### config.mk
export PLATFORM = sky130hd
export DESIGN_NAME = idct_befifft_framer
export DESIGN_NICKNAME = d
export VERILOG_FILES = /design/src/rtl/idct_pkg.sv /design/src/rtl/idct_skid_buf2.sv /design/src/rtl/idct_befifft_framer.sv
export SDC_FILE = /design/constraint.sdc
export NUM_CORES = 1
export LEC_CHECK = 0
export CAP_MARGIN = 20
export CORE_ASPECT_RATIO = 0.7
export CORE_MARGIN = 1
export CORE_UTILIZATION = 53
export DETAILED_ROUTE_END_ITERATION = 10
export GPL_ROUTABILITY_DRIVEN = 0
export PLACE_DENSITY_LB_ADDON = 0.2
export SLEW_MARGIN = 20
export SYNTH_ARGS = -nofsm -noshare
export SYNTH_HDL_FRONTEND = slang
export SYNTH_SLANG_ARGS = --single-unit
### constraint.sdc
create_clock -name clk -period 4.5 [get_ports clk]
set_input_delay 0.9 -clock clk [delete_from_list [all_inputs] [get_ports clk]]
set_output_delay 0.9 -clock clk [all_outputs]
set_load 0.01 [all_outputs]
### src/rtl/idct_pkg.sv
// Shared constants for the IDCT-to-IFFT input framer: default frame length,
// scaling shifts and the source_error codes.
package idct_pkg;
  localparam int PTS_DEFAULT   = 2048;
  localparam int PTS_512       = 512;
  localparam int SHIFT_DEFAULT = 8;
  localparam int SHIFT_512     = 7;

  localparam logic [1:0] ERR_NONE   = 2'b00;
  localparam logic [1:0] ERR_RESYNC = 2'b01;
endpackage

### src/rtl/idct_skid_buf2.sv
// Two-entry ready/valid skid buffer. Head entry drives the output directly;
// up_ready is registered and drops only while both entries are occupied.
module idct_skid_buf2 #(
  parameter int            W       = 8,
  parameter logic [W-1:0]  RST_VAL = '0
) (
  input  logic         clk,
  input  logic         rst_sync,
  input  logic         up_valid,
  output logic         up_ready,
  input  logic [W-1:0] up_data,
  output logic         dn_valid,
  input  logic         dn_ready,
  output logic [W-1:0] dn_data
);
  logic [W-1:0] mem0, mem1;
  logic [1:0]   cnt, cnt_nxt;
  logic         rdy, push, pop;

  always_comb begin
    push    = up_valid & rdy;
    pop     = (cnt != 2'd0) & dn_ready;
    cnt_nxt = cnt + 2'(push) - 2'(pop);
  end

  always_ff @(posedge clk) begin
    if (rst_sync) begin
      cnt  <= 2'd0;
      rdy  <= 1'b0;
      mem0 <= RST_VAL;
      mem1 <= RST_VAL;
    end else begin
      cnt <= cnt_nxt;
      rdy <= (cnt_nxt != 2'd2);
      // head only moves on pop or when the buffer is empty, so it holds during stalls
      if (pop && cnt == 2'd2)
        mem0 <= mem1;
      else if (push && (cnt == 2'd0 || (cnt == 2'd1 && pop)))
        mem0 <= up_data;
      if (push && cnt == 2'd1 && !pop)
        mem1 <= up_data;
    end
  end

  assign up_ready = rdy;
  assign dn_valid = (cnt != 2'd0);
  assign dn_data  = mem0;
endmodule

### src/rtl/idct_befifft_framer.sv
// Frames a continuous complex sample stream into IFFT packets with sop/eop,
// pre-scales samples to the IFFT input width and handles sop resync.
module idct_befifft_framer
  import idct_pkg::*;
#(
  parameter int wDataIn  = 16,
  parameter int wDataOut = 28,
  parameter int wPts     = 12
) (
  input  logic                clk,
  input  logic                rst_sync,
  input  logic                sink_valid,
  output logic                sink_ready,
  input  logic                sink_sop,
  input  logic [wDataIn-1:0]  sink_real,
  input  logic [wDataIn-1:0]  sink_imag,
  input  logic [wPts-1:0]     fftpts_cfg,
  output logic                source_valid,
  input  logic                source_ready,
  output logic                source_sop,
  output logic                source_eop,
  output logic [1:0]          source_error,
  output logic [wDataOut-1:0] source_real,
  output logic [wDataOut-1:0] source_imag,
  output logic [wPts-1:0]     fftpts_out,
  output logic                sync_err
);
  localparam int PW = 4 + wPts + 2*wDataOut;
  localparam logic [PW-1:0] RST_PAY = {4'b0, wPts'(PTS_DEFAULT), {(2*wDataOut){1'b0}}};

  logic [wPts-1:0]     cnt, pts, cfg_m, pts_cur, pos;
  logic                acc, start, resync, eop;
  logic [3:0]          shamt;
  logic [wDataOut-1:0] re_s, im_s;
  logic [PW-1:0]       pay_in, pay_out;

  always_comb begin
    acc     = sink_valid & sink_ready;
    cfg_m   = (fftpts_cfg == '0) ? wPts'(PTS_DEFAULT) : fftpts_cfg;
    start   = (cnt == '0) | sink_sop;
    resync  = sink_sop & (cnt != '0);
    // a new frame (normal or resync) uses the freshly sampled length for its own beat
    pts_cur = start ? cfg_m : pts;
    pos     = start ? '0 : cnt;
    eop     = (pos == pts_cur - 1'b1);
    shamt   = (pts_cur == wPts'(PTS_512)) ? 4'(SHIFT_512) : 4'(SHIFT_DEFAULT);
    re_s    = {{(wDataOut-wDataIn){sink_real[wDataIn-1]}}, sink_real} << shamt;
    im_s    = {{(wDataOut-wDataIn){sink_imag[wDataIn-1]}}, sink_imag} << shamt;
    pay_in  = {start, eop, (resync ? ERR_RESYNC : ERR_NONE), pts_cur, re_s, im_s};
  end

  always_ff @(posedge clk) begin
    if (rst_sync) begin
      cnt      <= '0;
      pts      <= wPts'(PTS_DEFAULT);
      sync_err <= 1'b0;
    end else begin
      sync_err <= acc & resync;
      if (acc) begin
        pts <= pts_cur;
        cnt <= eop ? '0 : pos + 1'b1;
      end
    end
  end

  idct_skid_buf2 #(.W(PW), .RST_VAL(RST_PAY)) u_skid (
    .clk      (clk),
    .rst_sync (rst_sync),
    .up_valid (sink_valid),
    .up_ready (sink_ready),
    .up_data  (pay_in),
    .dn_valid (source_valid),
    .dn_ready (source_ready),
    .dn_data  (pay_out)
  );

  assign {source_sop, source_eop, source_error, fftpts_out, source_real, source_imag} = pay_out;
endmodule

# After elaboration in Yosys (flattened, before gate mapping)
# Index checks and enable logic that the tools add are counted.
[word_totals]
reg_bits = 172
in_bits = 49
output_inout_bits = 75
wordCells = 44
[classes]
add_sub_neg = 4
n_eq_ne = 5
shifts = 2
n_mux = 8
n_bitwise = 5
reduce_logical = 13
[op_table]
columns = ["operator", "n"]
rows = [
  ["$mux 72", 2],
  ["$shl 28x4->28", 2],
  ["$mux 12", 4],
  ["$logic_not 12->1", 2],
  ["$add 12x1->12 const B", 1],
  ["$eq 12x10->1 const B", 1],
  ["$eq 12x12->1", 1],
  ["$reduce_bool 12->1", 1],
  ["$sub 12x1->12 const B", 1],
  ["$logic_and 1x1->1", 5],
  ["$and 1x1->1", 4],
  ["$mux 4", 1],
  ["$reduce_bool 2->1", 2],
  ["$add 2x1->2", 1],
  ["$eq 2x1->1 const B", 1],
  ["$eq 2x2->1 const B", 1],
  ["$logic_not 2->1", 1],
  ["$ne 2x2->1 const B", 1],
  ["$sub 2x1->2", 1],
  ["$logic_not 1->1", 1],
  ["$logic_or 1x1->1", 1],
  ["$mux 1", 1],
  ["$or 1x1->1", 1],
]

# Depth between registers and ports, before layout
# Gate-level depths: netlist of run 1.
[depth]
ltp_word = 8
mapped_depth = 17
mapped_depth_nobuf = 13

# Cells and area by module
# Synthesis of run 1 repeated with hierarchy kept, for this count alone.
[unflattened]
hier_cells = 1078
hier_area_um2 = 8277.9
[by_module_without_submodules]
columns = ["mod", "n_inst", "cells_per_inst", "area_per_inst_um2", "seq_area_each_um2"]
rows = [
  ["idct_skid_buf2", 1, 732, 5703.0, 2942.8],
  ["idct_befifft_framer", 1, 346, 2575.0, 500.5],
]

# Least setup slack after synthesis of run 1
# Ideal clock, no wire load.
[synth_path]
path_kind = "register to register"
startpoint = "register cnt[3]"
endpoint = "register cnt[2]"
setup_ps = 128
t_arrival_ps = 3992
required_ps = 4372
slack_ps = 380
path_stages_with_launch = 17
n_path_buf = 4
synth_period_minus_slack_ps = 4120
cell_sequence = "dfxtp_1 buf_6 or4_4 o31ai_4 buf_6 mux2i_1 ha_1 or3b_2 a311oi_1 a21oi_1 xor2_1 o2111ai_1 or4_1 buf_6 buf_6 a22oi_1 nor2_1"
[synth_between]
elab_chain_len = 6
word_cells_on_any_way = 8
classes_between = "2 x add/sub; 1 x eq/ne; 3 x mux; 1 x bitwise; 1 x reduce/logical"
[synth_rtl]
columns = ["element", "line_no", "text"]
rows = [
  ["start: declaration", "idct_befifft_framer.sv:31", "logic [wPts-1:0] cnt, pts, cfg_m, pts_cur, pos;"],
  ["start signal: assignment", "idct_befifft_framer.sv:61", "cnt <= eop ? '0 : pos + 1'b1;"],
  ["$logic_not 12->1", "idct_befifft_framer.sv:40", "start = (cnt == '0) | sink_sop;"],
  ["$or 1x1->1", "idct_befifft_framer.sv:40", ""],
  ["$mux 12", "idct_befifft_framer.sv:43", "pts_cur = start ? cfg_m : pts;"],
  ["$sub 12x1->12", "idct_befifft_framer.sv:45", "eop = (pos == pts_cur - 1'b1);"],
  ["$eq 12x12->1", "idct_befifft_framer.sv:45", ""],
  ["$mux 12 *", "idct_befifft_framer.sv:61", ""],
]
# Mark *: on every way between the ends. The rest lies on a longest branch, timed or not.
# A chain may end at the register's enable or synchronous reset.

# Final worst setup path of run 1
[layout_path]
startpoint = "register cnt[6]"
endpoint = "register cnt[9]"
# The elaborated chain is that of the path after synthesis.

==> run summary, run 1 <==
Reg2reg end = cnt[9]$_SDFFE_PP0P_
Post-DP HPWL = 12500 um
Clk pin slew, worst setup/hold paths = 0.07 ns
Critical path startpoint = cnt[6]$_SDFFE_PP0P_
Unique cell type count in the Yosys netlist = 57
Fin crit share = 0.914
Core area = 13400 sq um
Post-Syn Nets = 914
Antenna Violating Nets Remaining = 0
Global route overflow = 0
Global-route wire length before repair = 31300 um
Clock sinks = 170
Synth Warn # = 0
Hold path depth = 2
Fin. Hold Viols = 0
Starting density of the core = 0.554
Hold_sp = u_skid.mem1[31]$_SDFFE_PP0P_
Async SR Flop Fraction = 0
Power per cell area = 471 nW/um^2
Clk_skew = 0.0135 ns
Post-synth EDFFs = 0
Worst r2r src = cnt[6]$_SDFFE_PP0P_
Max Freq = 243 MHz
Routed WL = 19300 um
Root Driver = clkbuf_16
Sequential area share after synthesis = 0.457
R2r setup slk = 0.38 ns
Vias in the first global route = 6116
Die area = 14500 sq um
Max-cap violations = 0
I/O pin count = 124
Avg Cell Area, Syn = 8.65 sq um
Max VDD drop = 0.340 mV
Layout cells sized above 1 = 0.0694
# DRC = 0
Slew HR = 0.391
Tot Pwr = 4.40 mW
Via density = 5.84
Total GRT Usage = 0.272
CTS H-tree depth = 4
P&R area growth vs syn = 25.5%
Post-cts sizing count = 0
Post-CTS Repair Setup Buffers = 0
Nets = 1007
# fillers = 1114
Worst EP required = 4.79 ns
Startpoint type of the worst setup path = flip-flop
Mapped Cells = 861
Initial drt markers = 563
Commonest non-fill, non-tap cell in the layout = dfxtp_1
Die W = 144 um
Die Y = 101 um
CTS tree = yes
Worst-path maximum fanout = 17
Slew @ Worst Pin = 0.905 ns
Mapped cell area = 7440 sq um
R2r worst-path depth = 13
Commonest register cell after synthesis = dfxtp_1
Worst skew pair latency = 0.42 ns
Setup crit end kind = flip-flop
Via Count = 6720
Unrepaired setup endpoints after global routing = false
CP arrival = 4.40 ns
Setup CP Type = reg2reg
Seq cells post-synth = 170
Initial antenna violation count = 0
ANT cells = 0
Slew Viols, Final = 0
Hold Crit Class = reg2reg
TritonRoute pass-1 iters = 5
DR WL/cell = 16.8 um
Clock Tree Buf Depth = 2
Min cycle time layout = 4.12 ns
I/O Buffers = 122
Leakage = 3.51 nW
Hold buffers post-CTS = 0
Most frequent cells in the layout = dfxtp_1, nor2_1, clkdlybuf4s50_1, a211oi_1, nand2_1
Setup TNS Final = 0 ns
Site row count = 35
Min Hold Slack = 0.449 ns
Total CTS buffers = 17
Final number of setup-violating endpoints = 0
Status = finished clean
Hold EP = u_skid.dn_data[31]$_SDFFE_PP0P_
Final core occ = 0.695
Largest net degree at the start of global routing = 112
-- logic make-up (layout without fill, tap and decap cells) --
family | count (synthesis) | after routing | synth area share
xor+xnor | 17 | 17 | 0.0200
simple gates | 323 | 323 | 0.210
mux | 38 | 38 | 0.0511
flops | 170 | 170 | 0.457
compound gates | 229 | 229 | 0.210
buf+inv | 79 | 184 | 0.0452
fa+ha+maj | 4 | 4 | 0.00672
other cells | 1 | 1 | 0.000504
-- worst max-delay path, stage by stage, from the launching register on --
cell and delay, ns:
dfxtp_1 0.39, or4_4 0.60, o31ai_4 0.37, mux2i_1 0.31, ha_1 0.25, nor3b_1 0.45
nand2_1 0.13, xnor2_1 0.14, o41ai_1 0.29, o2111ai_1 0.15, or4_1 0.47, buf_4 0.21
a21oi_1 0.14, o31ai_1 0.08
-- registers in the layout, indices dropped and copies added, names as in the netlist --
name	count
cnt	12
pts	12
sync_err	1
u_skid.cnt	2
u_skid.dn_data	71
u_skid.mem1	71
u_skid.up_ready	1
-- worst max-delay path by stage --
stage,slack (ns),endpoint
2_1_floorplan,0.38,cnt[2]$_SDFFE_PP0P_
3_3_place_gp,0.27,cnt[9]$_SDFFE_PP0P_
3_5_place_dp,0.18,cnt[9]$_SDFFE_PP0P_
4_1_cts,0.43,cnt[9]$_SDFFE_PP0P_
5_1_grt,0.19,cnt[8]$_SDFFE_PP0P_
6_report,0.38,cnt[9]$_SDFFE_PP0P_
-- layer usage --
metal | track usage | share of wire | up-vias
li1 | - | - | 3282
met2 | 0.406 | 0.43 | 258
met3 | 0.0624 | 0.081 | 17
met5 | 0 | 0 | -
met1 | 0.399 | 0.48 | 3163
met4 | 0.0606 | 0.0090 | 0
-- where the power goes --
part           total [mW]  internal [mW]  switching [mW]
combinational        1.23          0.537           0.695
clock                1.37          0.737           0.635
sequential           1.80           1.67           0.130
-- per-stage QoR --
stage          instances  cell area (sq um)  worst slack, ns
2_1_floorplan        861               7440            0.380
3_3_place_gp        1120               8790            0.269
3_5_place_dp        1120               8790            0.184
4_1_cts             1151               9350            0.428
5_1_grt             1151               9350            0.187
6_report            1151               9350            0.385
-- Yosys cell counts (all sizes together), types with 2 or more instances --
master | count | share of area
and3 | 6 | 0.0050
ha | 4 | 0.0067
nor3 | 15 | 0.010
xor2 | 5 | 0.0059
a221oi | 6 | 0.0071
a2111oi | 9 | 0.011
or4 | 8 | 0.0096
a211o | 2 | 0.0024
a31oi | 8 | 0.0067
a21oi | 47 | 0.032
a22oi | 34 | 0.034
nand2 | 50 | 0.025
a211oi | 60 | 0.061
and4 | 2 | 0.0024
o31ai | 5 | 0.0069
clkbuf | 52 | 0.026
nand2b | 3 | 0.0025
nor4 | 7 | 0.0067
and2 | 17 | 0.014
nor3b | 7 | 0.0071
nor2b | 36 | 0.030
buf | 16 | 0.013
nand4 | 5 | 0.0042
nand3 | 24 | 0.016
o21ai | 40 | 0.027
a2bb2oi | 2 | 0.0024
a222oi | 2 | 0.0027
mux2i | 38 | 0.051
or2 | 2 | 0.0017
xnor2 | 12 | 0.014
inv | 11 | 0.0055
o2111ai | 3 | 0.0035
nor2 | 135 | 0.068
dfxtp | 170 | 0.46
o21a | 2 | 0.0020
-- layout make-up --
class	instances	area (sq um)	area share
Clock buffer	19	443	0.0474
Timing Repair Buffer	142	1390	0.149
Clock inverter	12	109	0.0116
Sequential cell	170	3400	0.364
Inverter	11	41.3	0.00442
Multi-Input combinational cell	612	3720	0.398
Tap cell	185	231	0.0248
Note: power is estimated with default switching activity, not from simulation.
==> run 2, diff against run 1 <==
--- a/config.mk
+++ b/config.mk
@@ -12,7 +12,6 @@
 export DETAILED_ROUTE_END_ITERATION = 10
 export GPL_ROUTABILITY_DRIVEN = 0
 export PLACE_DENSITY_LB_ADDON = 0.2
-export SLEW_MARGIN = 20
 export SYNTH_ARGS = -nofsm -noshare
 export SYNTH_HDL_FRONTEND = slang
 export SYNTH_SLANG_ARGS = --single-unit
==> results of run 2 <==
No change in the layout: final DEF, timing and power equal those of run 1.
==> run 3, diff against run 2 <==
--- a/config.mk
+++ b/config.mk
@@ -8,7 +8,7 @@
 export CAP_MARGIN = 20
 export CORE_ASPECT_RATIO = 0.7
 export CORE_MARGIN = 1
-export CORE_UTILIZATION = 53
+export CORE_UTILIZATION = 25
 export DETAILED_ROUTE_END_ITERATION = 10
 export GPL_ROUTABILITY_DRIVEN = 0
 export PLACE_DENSITY_LB_ADDON = 0.2
==> run 3 against run 2 <==
Against the previous run: die area rose by 110%; critical path type unchanged; routed wire length increased by 18%; global-route usage fell by 12 points; critical path depth unchanged; clock power up 11%; largest cell class unchanged; flip-flop and latch count is the same; utilization down 36 points; hold slack worse by 0.0047 ns; design area up 3.9%; non-clock buffer count increased by 9.
==> run summary, run 3 (same netlist as run 1, synthesis figures left out) <==
Post-DP HPWL = 14900 um (+19%)
Post-cts sizing count = 0 (unchanged)
Clock power frac = 0.332 (+0.020)
Layout cells sized above 1 = 0.0750 (+0.00567)
I/O Buffers = 122 (unchanged)
DR WL/cell = 16.9 um (+0.62%)
CTS H-tree depth = 4 (unchanged)
Power per cell area = 473 nW/um^2 (+0.47%)
Most frequent cells in the layout = dfxtp_1, nor2_1, clkdlybuf4s50_1, a211oi_1, nand2_1
Max Freq = 237 MHz (-2.4%)
Clock sinks = 170 (unchanged)
Global-route wire length before repair = 36300 um (+16%)
Slew Viols, Final = 0 (unchanged)
Psw = 1.48 mW (+1.2%)
Slowest stage cell on the critical path = or4_4
Min cycle time layout = 4.22 ns (+0.101 ns)
Die W = 208 um (+45%)
Starting density of the core = 0.256 (-0.298)
Initial drt markers = 379 (-33%)
CP cell instances = or4_4 > o31ai_4 > mux2i_1 > ha_1 > or3b_2 > nor3_1 > xnor2_1 > nor4_1 > a31oi_1 > or4_1 > buf_4 > a21oi_1 > o31ai_1
Via density = 4.80 (-18%)
Total GRT Usage = 0.152 (-0.121)
Site row count = 52 (+49%)
Flop pwr share = 0.393 (-0.016)
Die Y = 146 um (+45%)
Hold Crit Class = reg2reg
Unrepaired setup endpoints after global routing = false
Root Driver = clkbuf_16
P&R area growth vs syn = 30.4%
Antenna Violating Nets Remaining = 0 (unchanged)
Combinational share of power = 0.275 (-0.005)
Pint = 3.12 mW (+5.9%)
Initial antenna violation count = 0 (unchanged)
ANT cells = 0 (unchanged)
Fin. Hold Viols = 0 (unchanged)
# DRC = 0 (unchanged)
Vias in the first global route = 6120 (+0.065%)
Commonest non-fill, non-tap cell in the layout = dfxtp_1
Non-filler instance count after layout = 1351 (+17%)
Worst-path maximum fanout = 17 (unchanged)
Clk pin slew, worst setup/hold paths = 0.07 ns (about the same)
Setup crit end kind = flip-flop
Status = finished clean
Slew HR = 0.404 (+0.0127)
TritonRoute pass-1 iters = 4 (-1)
CTS tree = yes
Placed cell count = 1320 (+18%)
I/O pin count = 124 (unchanged)
CP arrival = 4.52 ns (+0.12 ns)
Die area = 30500 sq um (+110%)
Clock Tree Buf Depth = 2 (unchanged)
Worst EP required = 4.80 ns (about the same)
Total CTS buffers = 17 (unchanged)
Fin crit share = 0.937 (+0.0225)
Leakage = 3.58 nW (+2.0%)
# fillers = 3012 (+170%)
Worst skew pair latency = 0.43 ns (about the same)
Clk_skew = 0.00879 ns (-0.00471 ns)
Core area = 29100 sq um (+120%)
Max-cap violations = 0 (unchanged)
Via Count = 6482 (-3.5%)
Hold path depth = 2 (unchanged)
Routed WL = 22800 um (+18%)
Max VDD drop = 0.340 mV (about the same)
Slew @ Worst Pin = 0.891 ns (-0.0141 ns)
R2r worst-path depth = 13 (unchanged)
Worst path max stage delay = 0.56 ns (-0.04 ns)
Global route overflow = 0 (unchanged)
Largest net degree at the start of global routing = 89 (-21%)
Setup CP Type = reg2reg
Startpoint type of the worst setup path = flip-flop
Setup TNS Final = 0 ns (unchanged)
Final number of setup-violating endpoints = 0 (unchanged)
Switch share = 0.322 (-0.00993)
Nets = 1016 (+0.89%)
## run 3: cell type report
cell class | instances | area (sq um) | area share
Multi-Input combinational cell | 612 | 3720 | 0.384
Sequential cell | 170 | 3400 | 0.351
Timing Repair Buffer | 151 | 1470 | 0.152
Clock buffer | 22 | 474 | 0.0489
Tap cell | 378 | 473 | 0.0487
Clock inverter | 7 | 118 | 0.0121
Inverter | 11 | 41.3 | 0.00425
## run 3: through the flow
step	power, mW	instance area [sq um]	worst slack, ns	hold WS, ns	util
4_1_cts	4.65	9690	0.259	0.445	0.333
3_3_place_gp	3.11	9100	0.254	0.441	0.313
5_1_grt	4.86	9710	0.00676	0.469	0.334
3_5_place_dp	3.11	9100	0.115	0.440	0.313
6_report	4.59	9710	0.283	0.444	0.334
2_1_floorplan	2.53	7440	0.380	0.427	-
## run 3: final timing paths
kind | end | slack [ns] | start
max | cnt[8]$_SDFFE_PP0P_ | 0.28 | cnt[5]$_SDFFE_PP0P_
min | u_skid.dn_data[32]$_SDFFE_PP0P_ | 0.44 | u_skid.mem1[32]$_SDFFE_PP0P_
max reg2reg | cnt[8]$_SDFFE_PP0P_ | 0.28 | cnt[5]$_SDFFE_PP0P_
min reg2reg | u_skid.dn_data[32]$_SDFFE_PP0P_ | 0.44 | u_skid.mem1[32]$_SDFFE_PP0P_
## run 3: power by group through the flow
stage	sequential [mW]	combinational, mW	clock, mW
5_1_grt	1.83	1.40	1.64
3_5_place_dp	1.84	1.27	0
6_report	1.81	1.26	1.52
4_1_cts	1.81	1.27	1.57
3_3_place_gp	1.84	1.26	0
2_1_floorplan	1.83	0.704	0
## run 3: worst max-delay path, delay by kind of cell (launching register included)
family,cells,cell delay (ns)
AO/OA/AOI/OAI,4,0.74
AND/OR/NAND/NOR,5,2.07
XOR/XNOR,1,0.09
buffers and inverters,1,0.22
adder cells (fa/ha/maj),1,0.26
flip-flops,1,0.40
multiplexers,1,0.30
## run 3: routing by layer
layer,track usage,up-vias,wire (um)
met5,0,-,0
met4,0.0337,0,165
met3,0.0355,11,1130
met2,0.205,140,9120
met1,0.237,3040,12400
li1,-,3291,-
## run 3: repair_timing
item / 4_1_cts / 5_1_grt
setup buffers: 0 / 2
endpoints found under the setup margin: 0 / 14
hold buffers: 0 / 0
